### src/rtl/set_cmd_sched.sv
// set_cmd_sched: buffers tagged SET queries in a FIFO and runs them one at a time on the core, results in order.
// Optional watchdog on the WAIT state is built in with `define SET_WDOG_EN (limit TIMEOUT cycles).
module set_cmd_sched #(
  parameter int DEPTH   = 4,
  parameter int TAG_W   = 4,
  parameter int TIMEOUT = 128
) (
  input  logic             clk,
  input  logic             rst,
  input  logic             cmd_valid,
  output logic             cmd_ready,
  input  logic [23:0]      cmd_central,
  input  logic [11:0]      cmd_radius,
  input  logic [1:0]       cmd_mode,
  input  logic [TAG_W-1:0] cmd_tag,
  output logic             set_en,
  output logic [23:0]      set_central,
  output logic [11:0]      set_radius,
  output logic [1:0]       set_mode,
  input  logic             set_busy,
  input  logic             set_valid,
  input  logic [7:0]       set_candidate,
  output logic             res_valid,
  input  logic             res_ready,
  output logic [TAG_W-1:0] res_tag,
  output logic [7:0]       res_count,
  output logic             res_err
);
  localparam int AW = $clog2(DEPTH);

  generate
    if ((DEPTH < 2) || ((DEPTH & (DEPTH - 1)) != 0) || (TIMEOUT < 2)) begin : g_bad_param
      $error("set_cmd_sched: DEPTH must be a power of two >= 2 and TIMEOUT >= 2");
    end
  endgenerate

  typedef struct packed {
    logic [23:0]      central;
    logic [11:0]      radius;
    logic [1:0]       mode;
    logic [TAG_W-1:0] tag;
  } cmd_t;

  typedef enum logic [1:0] {IDLE, ISSUE, WAIT, DONE} state_t;

  cmd_t          mem [DEPTH];
  cmd_t          head;
  logic [AW:0]   wr_ptr, rd_ptr;
  logic          full, empty, push, pop;
  state_t        state, state_nxt;
  logic          load, cap, err_done, res_clr, wdog_hit;

  // Extra wrap bit distinguishes full from empty when the index bits match.
  assign full      = (wr_ptr[AW] != rd_ptr[AW]) && (wr_ptr[AW-1:0] == rd_ptr[AW-1:0]);
  assign empty     = (wr_ptr == rd_ptr);
  assign cmd_ready = !full;
  assign push      = cmd_valid && cmd_ready;
  assign head      = mem[rd_ptr[AW-1:0]];

  always_ff @(posedge clk) begin
    if (push) mem[wr_ptr[AW-1:0]] <= {cmd_central, cmd_radius, cmd_mode, cmd_tag};
  end

`ifdef SET_WDOG_EN
  localparam int CW = $clog2(TIMEOUT);
  logic [CW-1:0] wdog_cnt;

  always_ff @(posedge clk or posedge rst) begin
    if (rst)                 wdog_cnt <= '0;
    else if (state == ISSUE) wdog_cnt <= '0;
    else if (state == WAIT)  wdog_cnt <= wdog_cnt + 1'b1;
  end

  // Fires as the count steps onto TIMEOUT-1, so the result lands TIMEOUT cycles after en.
  assign wdog_hit = (wdog_cnt == CW'(TIMEOUT - 2));
`else
  assign wdog_hit = 1'b0;
`endif

  always_ff @(posedge clk or posedge rst) begin
    if (rst) state <= IDLE;
    else     state <= state_nxt;
  end

  always_comb begin
    state_nxt = state;
    pop       = 1'b0;
    load      = 1'b0;
    cap       = 1'b0;
    err_done  = 1'b0;
    res_clr   = 1'b0;
    set_en    = 1'b0;
    case (state)
      IDLE: begin
        if (!empty && !res_valid && !set_busy) begin
          pop = 1'b1;
          if (head.mode == 2'b11) begin
            err_done  = 1'b1;
            state_nxt = DONE;
          end else begin
            load      = 1'b1;
            state_nxt = ISSUE;
          end
        end
      end
      ISSUE: begin
        set_en    = 1'b1;
        state_nxt = WAIT;
      end
      WAIT: begin
        if (set_valid) begin
          cap       = 1'b1;
          state_nxt = DONE;
        end else if (wdog_hit) begin
          err_done  = 1'b1;
          state_nxt = DONE;
        end
      end
      DONE: begin
        if (res_valid && res_ready) begin
          res_clr   = 1'b1;
          state_nxt = IDLE;
        end
      end
      default: state_nxt = IDLE;
    endcase
  end

  always_ff @(posedge clk or posedge rst) begin
    if (rst) begin
      wr_ptr      <= '0;
      rd_ptr      <= '0;
      set_central <= '0;
      set_radius  <= '0;
      set_mode    <= '0;
      res_valid   <= 1'b0;
      res_tag     <= '0;
      res_count   <= '0;
      res_err     <= 1'b0;
    end else begin
      if (push) wr_ptr <= wr_ptr + 1'b1;
      if (pop) begin
        rd_ptr  <= rd_ptr + 1'b1;
        res_tag <= head.tag;
      end
      if (load) begin
        set_central <= head.central;
        set_radius  <= head.radius;
        set_mode    <= head.mode;
      end
      if (cap) begin
        res_count <= set_candidate;
        res_err   <= 1'b0;
        res_valid <= 1'b1;
      end
      if (err_done) begin
        res_count <= '0;
        res_err   <= 1'b1;
        res_valid <= 1'b1;
      end
      if (res_clr) res_valid <= 1'b0;
    end
  end
endmodule

### config.mk
export PLATFORM = sky130hd
export DESIGN_NAME = set_cmd_sched
export DESIGN_NICKNAME = d
export VERILOG_FILES = /design/src/rtl/set_cmd_sched.sv
export SDC_FILE = /design/constraint.sdc
export NUM_CORES = 1
export LEC_CHECK = 0
export CORE_ASPECT_RATIO = 2
export CORE_UTILIZATION = 59
export CTS_CLUSTER_DIAMETER = 80
export CTS_CLUSTER_SIZE = 40
export DETAILED_ROUTE_END_ITERATION = 10
export GPL_TIMING_DRIVEN = 0
export HOLD_SLACK_MARGIN = 0.12
export PLACE_DENSITY = 0.84
export SYNTH_ARGS = -nofsm -noshare
export SYNTH_HDL_FRONTEND = slang
export SYNTH_SLANG_ARGS = --single-unit
### constraint.sdc
create_clock -name clk -period 7.21 [get_ports clk]
set_input_delay 1.442 -clock clk [delete_from_list [all_inputs] [get_ports clk]]
set_output_delay 1.442 -clock clk [all_outputs]
set_load 0.02 [all_outputs]
Yosys cells after proc, flatten, opt, wreduce, memory -nomap -nowiden
Memories as Yosys holds them, arrays and structs flattened.
Index checks and enable logic that the tools add are counted.
W data, S select, Z words.
Word-level totals
  memories kept: 1
  register bits: 60
  memory bits (writable): 168
  output and inout port bits: 54
Memories
  mem: words 4, bits a word 42, read ports 1, clocked after memory_dff 0, write ports 1, line 46  | cmd_t mem [DEPTH];
Operators by class
  reductions and logical operators: 13
  add/subtract/negate cells: 2
  equal/unequal tests: 10
  muxes and demuxes: 27
Operator list (number)
  $mux W1: 20
  $mux W8: 2
  $mux W2: 4
  $pmux W2 S4: 1
  $add A3 B1 Y3 const B: 2
  $eq A2 B2 Y1 const B: 3
  $ne A2 B2 Y1 const B: 3
  $logic_and A1 B1 Y1: 5
  $logic_not A1 Y1: 4
  $eq A3 B3 Y1: 1
  $reduce_and A3 Y1: 1
  $reduce_bool A3 Y1: 1
  $eq A2 B1 Y1 const B: 1
  $eq A2 B2 Y1: 1
  $logic_not A2 Y1: 1
  $reduce_bool A2 Y1: 1
  $ne A1 B1 Y1: 1

Longest topological paths before layout
Gate-level depths: netlist of run 1.
  word-level depth: 8
  depth in mapped cells: 7
  mapped depth without buffers: 5

Worst setup path before layout of run 1
OpenSTA, ideal clock, no wires.
  path type: input -> register
  from: in cmd_valid
  to: mem mem[3][0] (netlist bit), enable pin
  setup time: 0.405 ns
  stages: 2
  arrival: 2.738 ns
  required time: 6.805 ns
  path slack: 4.067 ns
  buffers on the path: 0
  path through: o31a_1 > and2_1
On the way
  cells in the longest elaborated chain, start to end: 3
Ends and longest elaborated chain
  start, declared: line 10  | input logic cmd_valid,
  $logic_and A1 B1 Y1: line 57  | assign push = cmd_valid && cmd_ready;
  $mux W1: line 61  | if (push) mem[wr_ptr[AW-1:0]] <= {cmd_central, cmd_radius, cmd_mode, cmd_tag};
  $mux W1 (implied by the code): line 61
  end, declared: line 46
No other way between the ends.

Final worst setup path of run 1
  from: reg rd_ptr[1]
  to: out cmd_ready
On the way
  cells in the longest elaborated chain, start to end: 3
Ends and longest elaborated chain
  start, declared: line 48  | logic [AW:0] wr_ptr, rd_ptr;
  start signal, assigned: line 143  | rd_ptr <= rd_ptr + 1'b1;
  $eq A2 B2 Y1: line 54  | assign full = (wr_ptr[AW] != rd_ptr[AW]) && (wr_ptr[AW-1:0] == rd_ptr[AW-1:0]);
  $logic_and A1 B1 Y1: line 54
  $logic_not A1 Y1: line 56  | assign cmd_ready = !full;
  end, declared: line 11  | output logic cmd_ready,
No other way between the ends.

==> out/results.ini, run 1 <==
[routing]
routed_wl_um = 15200
wl_per_cell_um = 21.0
drt_iter0_drc = 197
antenna_left = 0
via_per_inst = 5.67
route.detailed.drc = 0
first_pass_iters = 4
num_vias = 4103

[floorplan]
coreArea_um2 = 14400
die_x_um = 87.8
die_h_um = 174
io_pins = 110
row_count = 62
start_util_pct = 60.5
dieArea_um2 = 15200

[grt]
antenna_found_initial = 0
grt_max_degree = 42
grt_pass1_wl_um = 24300
grt_pass1_vias = 4471
grt_overflow_total = 0
track_usage_pct = 21.7

[clock_tree]
cts_tree = yes
postCtsHoldBufs = 0
cts-resized-gates = 0
clock_latency_ns = 0.47
clkSlewWorstSetupHoldPaths_ns = 0.13
root_buffer = clkbuf_16
cts_max_level = 1
cts_setup_buffers = 0
cts_buffers = 9
clockBufferDepth = 3
cts_sinks = 228

[cells_and_area]
utilization_pct = 72.2
nets = 595
diodes = 0
area_growth_pct = 19.4
n_fill_cell = 850
fin_cells = 724
drive_gt1_share_pct = 21.4

[yosys]
syn-cell-area_um2 = 8680
synth_cells = 405
synth-seq-area-share_pct = 75.4
netlist-cell-type-count = 32
synth_edf_count = 168
post-synth-top-count-cell = edfxtp_1
ys.warnings.count = 0
synth_top_area_share_pct = 58.1
synth_area_leaders = edfxtp_1 58%, dfrtp_1 17%, mux4_2 11%, mux2_4 5.2%, mux2_2 1.4%
syn-num-nets = 470
yosys-top-cells-count = 168 x edfxtp_1, 60 x dfrtp_1, 42 x mux4_2, 30 x mux2_4, 19 x nand2_1
yosysTopAreaCell = edfxtp_1
synthArstFlopShare_pct = 26.3
synth_top_flop_cell = edfxtp_1
synth.avg_cell_area_um2 = 21.4
synth_seq_cells = 228

[placement]
dp.final_hpwl_um = 10300
portBuffers = 109
gp_congestion = 0.708
dpl.cell_count = 711

[worst_setup_path]
critPathKind = flop to primary output
crit_start = rd_ptr[1]$_DFFE_PP0P_
cp-start-kind = flop
r2r_start = rd_ptr[1]$_DFFE_PP0P_
path_cells = buf_2 -> xor2_1 -> or3_1 -> clkdlybuf4s50_1
r2r_slack_ns = 4.84
cpPeakStageDelay_ns = 0.56
r2r_end = mem[0][38]$_DFFE_PP_
cp_max_fo = 8
worstPathRequired_ns = 5.77
cp-end-kind = primary output
ff2ff_path_depth = 5
crit_arrival_ns = 2.19
slowest_stage = clkdlybuf4s50_1

[timing]
rsz0062_at_grt = no
slew_headroom_pct = 39.9
hold_viol = 0
min_period_ns = 3.64
fmax_mhz = 275
final_max_slew_viol_count = 0
worstMarginPinSlew_ns = 0.902
post-route-period-util_pct = 50.4
finalSetupViolCount = 0
setup-tns-final_ns = 0
clock-skew-final_ns = 0.0129
holdWs_ns = 0.515

[worst_hold_path]
min_path_type = flop to flop
worstHoldPathCells = 1
min_from = set_mode[1]$_DFFE_PP0P_
holdPathEnd = set_mode[1]$_DFFE_PP0P_

[power]
leakage_nw = 3.75
peakVddDrop_mv = 0.211
power_density_nw_per_um2 = 400

[run_status]
status = finished, final reports clean

[flow_run]
cap_viol_max_count = 0

-- worst max-delay path: cells and delay by family, from the launching register on --
family / cells / cell delay, ns
XOR/XNOR: 1 / 0.22
buffers and inverters: 2 / 0.74
flip-flops: 1 / 0.40
AND/OR/NAND/NOR: 1 / 0.37
-- final cells by class --
type / count / area, µm² / share of cell area [%]
timing repair buffer: 114 / 1190 / 11.5
clock inverter: 2 / 16.3 / 0.157
clock buffer: 11 / 233 / 2.25
sequential: 228 / 6550 / 63.2
tap: 192 / 240 / 2.32
buffer: 16 / 103 / 0.990
multi-input combinational: 154 / 2010 / 19.4
inverter: 7 / 26.3 / 0.254
-- through the flow --
step                      power [mW]  worst slack, ns  cell area, µm²
after global placement          3.51             2.81           10000
after floorplan                 2.98             4.07            8680
after global routing            4.35             3.50           10400
after CTS                       4.20             3.56           10400
after detailed placement        3.61             3.88           10100
final                           4.15             3.57           10400
-- routing by layer --
| layer | vias up | share of wire, % | track usage [%] | wire (µm) |
|---|---|---|---|---|
| li1 | 1831 | - | - | - |
| met1 | 2146 | 37 | 25.7 | 5690 |
| met2 | 102 | 56 | 39.5 | 8560 |
| met3 | 24 | 3.7 | 3.05 | 561 |
| met4 | 0 | 2.4 | 6.97 | 365 |
| met5 | - | 0 | 0 | 0 |
-- worst max path at each step --
stage	endpoint	slack, ns	depth (start not counted)
floorplan	mem[3][0]$_DFFE_PP_	4.07	2
global placement	mem[3][37]$_DFFE_PP_	2.81	3
detailed placement	mem[1][37]$_DFFE_PP_	3.88	4
CTS	cmd_ready	3.56	4
global route	cmd_ready	3.50	4
finish	cmd_ready	3.57	4
-- report_power, final --
| part | internal, mW | total (mW) | switching (mW) |
|---|---|---|---|
| Clock | 0.237 | 0.597 | 0.360 |
| Combinational | 0.825 | 1.59 | 0.767 |
| Sequential | 1.81 | 1.96 | 0.151 |
-- layout by cell type, fill, tap and decap left out, types with 6 or more instances in the layout --
cell	netlist	routed
clkbuf_1	6	8
mux2_2	11	11
nand2_1	19	19
a21oi_1	8	8
mux2_4	30	30
mux4_2	42	42
edfxtp_1	168	168
clkdlybuf4s50_1	0	109
ha_1	9	9
inv_1	7	6
dfrtp_1	60	60
clkbuf_16	0	9
-- registers in the layout, indices dropped and copies added (netlist names) --
signal	flops
mem	168
rd_ptr	3
res_count	8
res_err	1
res_tag	4
res_valid	1
set_central	24
set_mode	2
set_radius	12
state	2
wr_ptr	3
-- logic make-up (layout without fill, tap and decap cells) --
family,Yosys count,count (layout),share of synthesized area [%]
muxes,84,84,17.6
and+or+nand+nor,33,33,1.67
DFF,228,228,75.4
AOI/OAI and AO/OA,20,20,1.66
adders and majority gates,9,9,1.30
buffers and inverters,23,150,1.49
xor gates and xnor gates,8,8,0.808
Power figures use the tool's default switching activity.
==> run 2, diff against run 1 <==
CORE_UTILIZATION = 55   (was 59)
PLACE_DENSITY = 0.79   (was 0.84)
clock period = 3.5 ns   (was 7.21 ns; I/O delays follow)
==> run 2 against run 1 <==
Effect of this change:
- first-iteration DRC count up 50%
- clock power rose by 110%
- utilization is 4.7 points lower
- global-route usage down 1.7 points
- register-to-register slack got worse by 3.7 ns
- flip-flop and latch count unchanged
- largest power group unchanged
==> out/results.ini, run 2 (same netlist as run 1, synthesis figures left out) <==
[flow_run]
cap_viol_max_count = 0  ; unchanged

[placement]
dp.final_hpwl_um = 10300  ; +0.70%
gp_congestion = 0.713  ; +0.64%
portBuffers = 109  ; unchanged

[cells_and_area]
multi_input_area_um2 = 2010  ; unchanged
ff_latch_area_um2 = 6550  ; unchanged
largest_register_ffs = 168  ; unchanged
area_growth_pct = 19.6
n_fill_cell = 1046  ; +23%
layout_commonest_cell = edfxtp_1
nets = 595  ; unchanged
drive_gt1_share_pct = 21.2  ; -0.19 points
layout_common_cells = 168 x edfxtp_1, 109 x clkdlybuf4s50_1, 60 x dfrtp_1
utilization_pct = 67.5  ; -4.7 points

[clock_tree]
cts_tree = yes
cts_sinks = 228  ; unchanged
cts_max_level = 1  ; unchanged
cts-resized-gates = 0  ; unchanged
clockBufferDepth = 3  ; unchanged
clock_latency_ns = 0.48  ; about the same
root_buffer = clkbuf_16
postCtsHoldBufs = 0  ; unchanged
clkSlewWorstSetupHoldPaths_ns = 0.14  ; about the same
cts_setup_buffers = 0  ; unchanged
cts_buffers = 9  ; unchanged

[worst_setup_path]
r2r_slack_ns = 1.12  ; -3.72 ns
crit_arrival_ns = 2.28  ; +0.09 ns
cp-end-kind = primary output
critPathKind = flop to primary output
r2r_start = rd_ptr[1]$_DFFE_PP0P_
cp_max_fo = 8  ; unchanged
r2r_end = mem[2][28]$_DFFE_PP_
worstPathRequired_ns = 2.80  ; -2.97 ns
ff2ff_path_depth = 5  ; unchanged
cp-start-kind = flop
cpPeakStageDelay_ns = 0.57  ; about the same
slowest_stage = clkdlybuf4s50_1
path_cells = buf_2 -> xor2_1 -> or3_1 -> clkdlybuf4s50_1

[run_status]
status = finished, final reports clean

[routing]
routed_wl_um = 15600  ; +2.5%
num_vias = 4143  ; +0.97%
via_per_inst = 5.67  ; about the same
drt_iter0_drc = 296  ; +50%
first_pass_iters = 4  ; unchanged
wl_per_cell_um = 21.3  ; +1.5%
antenna_left = 0  ; unchanged
route.detailed.drc = 0  ; unchanged

[timing]
min_period_ns = 2.98
finalSetupViolCount = 0  ; unchanged
worstMarginPinSlew_ns = 0.913  ; +0.0103 ns
post-route-period-util_pct = 85.1
fmax_mhz = 336
hold_viol = 0  ; unchanged
final_max_slew_viol_count = 0  ; unchanged
slew_headroom_pct = 39.2  ; -0.69 points
rsz0062_at_grt = no
clock-skew-final_ns = 0.0223  ; +0.00939 ns

[power]
peakVddDrop_mv = 0.621  ; +190%
leakage_nw = 3.75  ; about the same
power_mw = 8.57  ; +110%
power_density_nw_per_um2 = 826  ; +110%

[floorplan]
io_pins = 110  ; unchanged
coreArea_um2 = 15400  ; +7.1%
die_h_um = 180  ; +3.5%
dieArea_um2 = 16300  ; +7.1%
row_count = 64  ; +3.2%
die_x_um = 90.8  ; +3.5%
start_util_pct = 56.4  ; -4.0 points

[worst_hold_path]
worstHoldPathCells = 1  ; unchanged
holdPathEnd = res_err$_DFFE_PP0P_
min_from = res_err$_DFFE_PP0P_
min_path_type = flop to flop

[grt]
antenna_found_initial = 1  ; +1
grt_pass1_wl_um = 24700  ; +1.6%
track_usage_pct = 20.0  ; -1.7 points
grt_max_degree = 42  ; unchanged
grt_overflow_total = 0  ; unchanged
grt_pass1_vias = 4553  ; +1.8%

-- run 2: worst max-delay path by stage --
stage / endpoint / depth (start not counted) / startpoint / slack (ns)
CTS: cmd_ready / 4 / rd_ptr[1]$_DFFE_PP0P_ / 0.50
finish: cmd_ready / 4 / rd_ptr[1]$_DFFE_PP0P_ / 0.52
floorplan: mem[3][0]$_DFFE_PP_ / 4 / rd_ptr[1]$_DFFE_PP0P_ / 0.96
global placement: mem[3][20]$_DFFE_PP_ / 3 / cmd_valid / -0.18
global route: cmd_ready / 4 / rd_ptr[1]$_DFFE_PP0P_ / 0.44
detailed placement: mem[2][20]$_DFFE_PP_ / 4 / cmd_valid / 0.97
-- run 2: metal layers --
metal	up-vias	part of all wire, %	track usage, %
li1	1828	-	-
met1	2155	36	23.1
met2	127	57	37.3
met3	33	3.6	2.45
met4	0	3.4	7.94
met5	-	0	0
-- run 2: critical path, delay by kind of cell (launching register included) --
kind                   cells  cell delay, ns
flip-flops                 1            0.41
XOR/XNOR                   1            0.23
buffers and inverters      2            0.77
AND/OR/NAND/NOR            1            0.39
-- run 2: where the power goes --
part	switching (mW)	internal (mW)
Combinational	1.58	1.70
Sequential	0.331	3.72
Clock	0.744	0.492
Total	2.66	5.91
-- run 2: cell type report --
cell class	count	share of cell area, %
inverter	7	0.253
antenna	1	0.0241
clock inverter	1	0.157
timing repair buffer	114	11.5
multi-input combinational	154	19.3
buffer	16	0.989
sequential	228	63.1
clock buffer	12	2.28
tap	198	2.39
-- run 2: stage by stage --
stage / setup TNS, ns / cells / area, µm² / hold WS, ns / setup slack [ns]
after CTS: 0 / 730 / 10400 / 0.505 / 0.497
after detailed placement: 0 / 717 / 10100 / 0.473 / 0.972
after global placement: -27.65 / 712 / 10000 / 0.465 / -0.183
final: 0 / 731 / 10400 / 0.507 / 0.522
after floorplan: 0 / 405 / 8680 / 0.498 / 0.956
after global routing: 0 / 731 / 10400 / 0.535 / 0.437
==> run 3, diff against run 2 <==
PLACE_DENSITY = unset   (was 0.79)
PLACE_DENSITY_LB_ADDON = 0.3   (was unset)
SKIP_LAST_GASP = 1   (was unset)
==> run 3 against run 2 <==
Effect of this change:
- fmax up 2.6%
- non-clock buffer count down 1
- via count down 0.80%
- cell count down 0.27%
- sequential power about the same
- worst hold slack about the same
- combinational power about the same
- die area unchanged
- critical path depth unchanged
- highest routed layer unchanged
==> out/results.ini, run 3 (same netlist as run 1, synthesis figures left out) <==
[placement]
gp_congestion = 0.687  ; -3.7%
placed_cell_area_um2 = 10100  ; -0.17%
dp.final_hpwl_um = 10100  ; -1.8%
post-place-ws_ns = 0.819  ; -0.153 ns
portBuffers = 109  ; unchanged
dpl.cell_count = 716  ; -0.14%

[routing]
first_pass_iters = 4  ; unchanged
num_vias = 4110  ; -0.80%
routed_wl_um = 15300  ; -1.8%
via_per_inst = 5.64  ; -0.52%
wl_per_cell_um = 20.9  ; -1.6%
drt_iter0_drc = 216  ; -27%
antenna_left = 0  ; unchanged
route.detailed.drc = 0  ; unchanged

[floorplan]
start_util_pct = 56.4  ; unchanged
io_pins = 110  ; unchanged
coreArea_um2 = 15400  ; unchanged
row_count = 64  ; unchanged
dieArea_um2 = 16300  ; unchanged
die_x_um = 90.8  ; unchanged
die_h_um = 180  ; unchanged

[power]
internal_power_mw = 5.91  ; about the same
power_density_nw_per_um2 = 824  ; -0.20%
swShare_pct = 30.8  ; -0.22 points
p_comb_share_pct = 38.3  ; about the same
p_seq_share_pct = 47.2  ; about the same
power.share.clock_pct = 14.4  ; about the same
leakage_nw = 3.74  ; -0.24%
power.switching_mw = 2.63  ; -1.1%
peakVddDrop_mv = 0.667  ; +7.3%

[worst_hold_path]
min_path_type = flop to flop

[timing]
rsz0062_at_grt = no
min_period_ns = 2.90  ; -0.0752 ns
post-route-period-util_pct = 82.9  ; -2.1 points
fmax_mhz = 344  ; +2.6%
final_max_slew_viol_count = 0  ; unchanged
hold_viol = 0  ; unchanged
finalSetupViolCount = 0  ; unchanged
setup-tns-final_ns = 0  ; unchanged
setup_slack_ns = 0.597  ; +0.0752 ns
slew_headroom_pct = 40.2  ; +1.0 points
holdWs_ns = 0.507  ; -0.0000260 ns
worstMarginPinSlew_ns = 0.897  ; -0.0157 ns
clock-skew-final_ns = 0.0186  ; -0.00367 ns

[cells_and_area]
nets = 594  ; -0.17%
area_growth_pct = 19.4
largest_register_ffs = 168  ; unchanged
layout_common_cells = 168 x edfxtp_1, 109 x clkdlybuf4s50_1, 60 x dfrtp_1
final_area_um2 = 10400  ; -0.19%
fin_cells = 729  ; -0.27%
drive_gt1_share_pct = 21.1  ; -0.15 points
layout_commonest_cell = edfxtp_1
diodes = 0  ; -1

[clock_tree]
cts_setup_buffers = 0  ; unchanged
cts_tree = yes
cts-resized-gates = 0  ; unchanged
root_buffer = clkbuf_16
cts_buffers = 9  ; unchanged
clkSlewWorstSetupHoldPaths_ns = 0.14  ; about the same
cts_sinks = 228  ; unchanged
clockBufferDepth = 3  ; unchanged
cts_max_level = 1  ; unchanged
postCtsHoldBufs = 0  ; unchanged
clock_latency_ns = 0.47  ; about the same

[grt]
track_usage_pct = 19.6  ; -0.36 points
grt_max_degree = 61  ; +45%
antenna_found_initial = 0  ; -1
grt_overflow_total = 0  ; unchanged
grt_pass1_vias = 4459  ; -2.1%
grt_pass1_wl_um = 24300  ; -1.4%

[worst_setup_path]
cp-end-kind = primary output
critPathKind = flop to primary output
cp-start-kind = flop
crit_arrival_ns = 2.20  ; -0.08 ns
cp_max_fo = 8  ; unchanged
worstPathRequired_ns = 2.80  ; about the same

[run_status]
status = finished, final reports clean

[flow_run]
cap_viol_max_count = 0  ; unchanged

-- run 3: final cells by class --
type / count / area (µm²)
Timing Repair Buffer: 113 / 1170
Clock buffer: 12 / 236
Buffer: 16 / 103
Tap cell: 198 / 248
Clock inverter: 1 / 16.3
Sequential cell: 228 / 6550
Multi-Input combinational cell: 154 / 2010
Inverter: 7 / 28.8
Fill cell: 1059 / 5020
-- run 3: power by group through the flow --
stage               Clock, mW  Sequential [mW]  Combinational, mW
finish                   1.23             4.03               3.27
CTS                      1.27             4.04               3.34
detailed placement          0             4.10               3.34
floorplan                   0             4.40               1.75
global placement            0             4.09               3.16
global route             1.35             4.11               3.50
-- run 3: per-layer routing --
metal | vias up | track usage [%] | part of all wire, %
li1 | 1829 | - | -
met1 | 2173 | 23.3 | 38
met2 | 86 | 37.1 | 57
met3 | 22 | 2.07 | 2.7
met4 | 0 | 6.10 | 2.3
met5 | - | 0 | 0
-- run 3: metrics by stage --
stage / utilization (%) / total power [mW]
5_1_grt: 67.4 / 8.96
3_3_place_gp: 65.1 / 7.25
4_1_cts: 67.4 / 8.65
3_5_place_dp: 65.7 / 7.44
2_1_floorplan: - / 6.14
6_report: 67.4 / 8.54
-- run 3: critical path, stage by stage, from the launching register on --
cell	delay, ns
dfrtp_1	0.40
buf_2	0.19
xor2_1	0.22
or3_1	0.36
clkdlybuf4s50_1	0.56
-- run 3: final timing paths --
| kind | from | end | slack, ns | cells past startpoint |
|---|---|---|---|---|
| setup / recovery | rd_ptr[1]$_DFFE_PP0P_ | cmd_ready | 0.60 | 4 |
| hold / removal | res_err$_DFFE_PP0P_ | res_err$_DFFE_PP0P_ | 0.51 | 1 |
| min in group asynchronous | rst | set_radius[8]$_DFFE_PP0P_ | 0.74 | 2 |
| setup reg to reg | rd_ptr[1]$_DFFE_PP0P_ | mem[1][28]$_DFFE_PP_ | 1.06 | 5 |
| max in group asynchronous | rst | set_central[16]$_DFFE_PP0P_ | 2.20 | 2 |
| hold reg to reg | res_err$_DFFE_PP0P_ | res_err$_DFFE_PP0P_ | 0.51 | 1 |
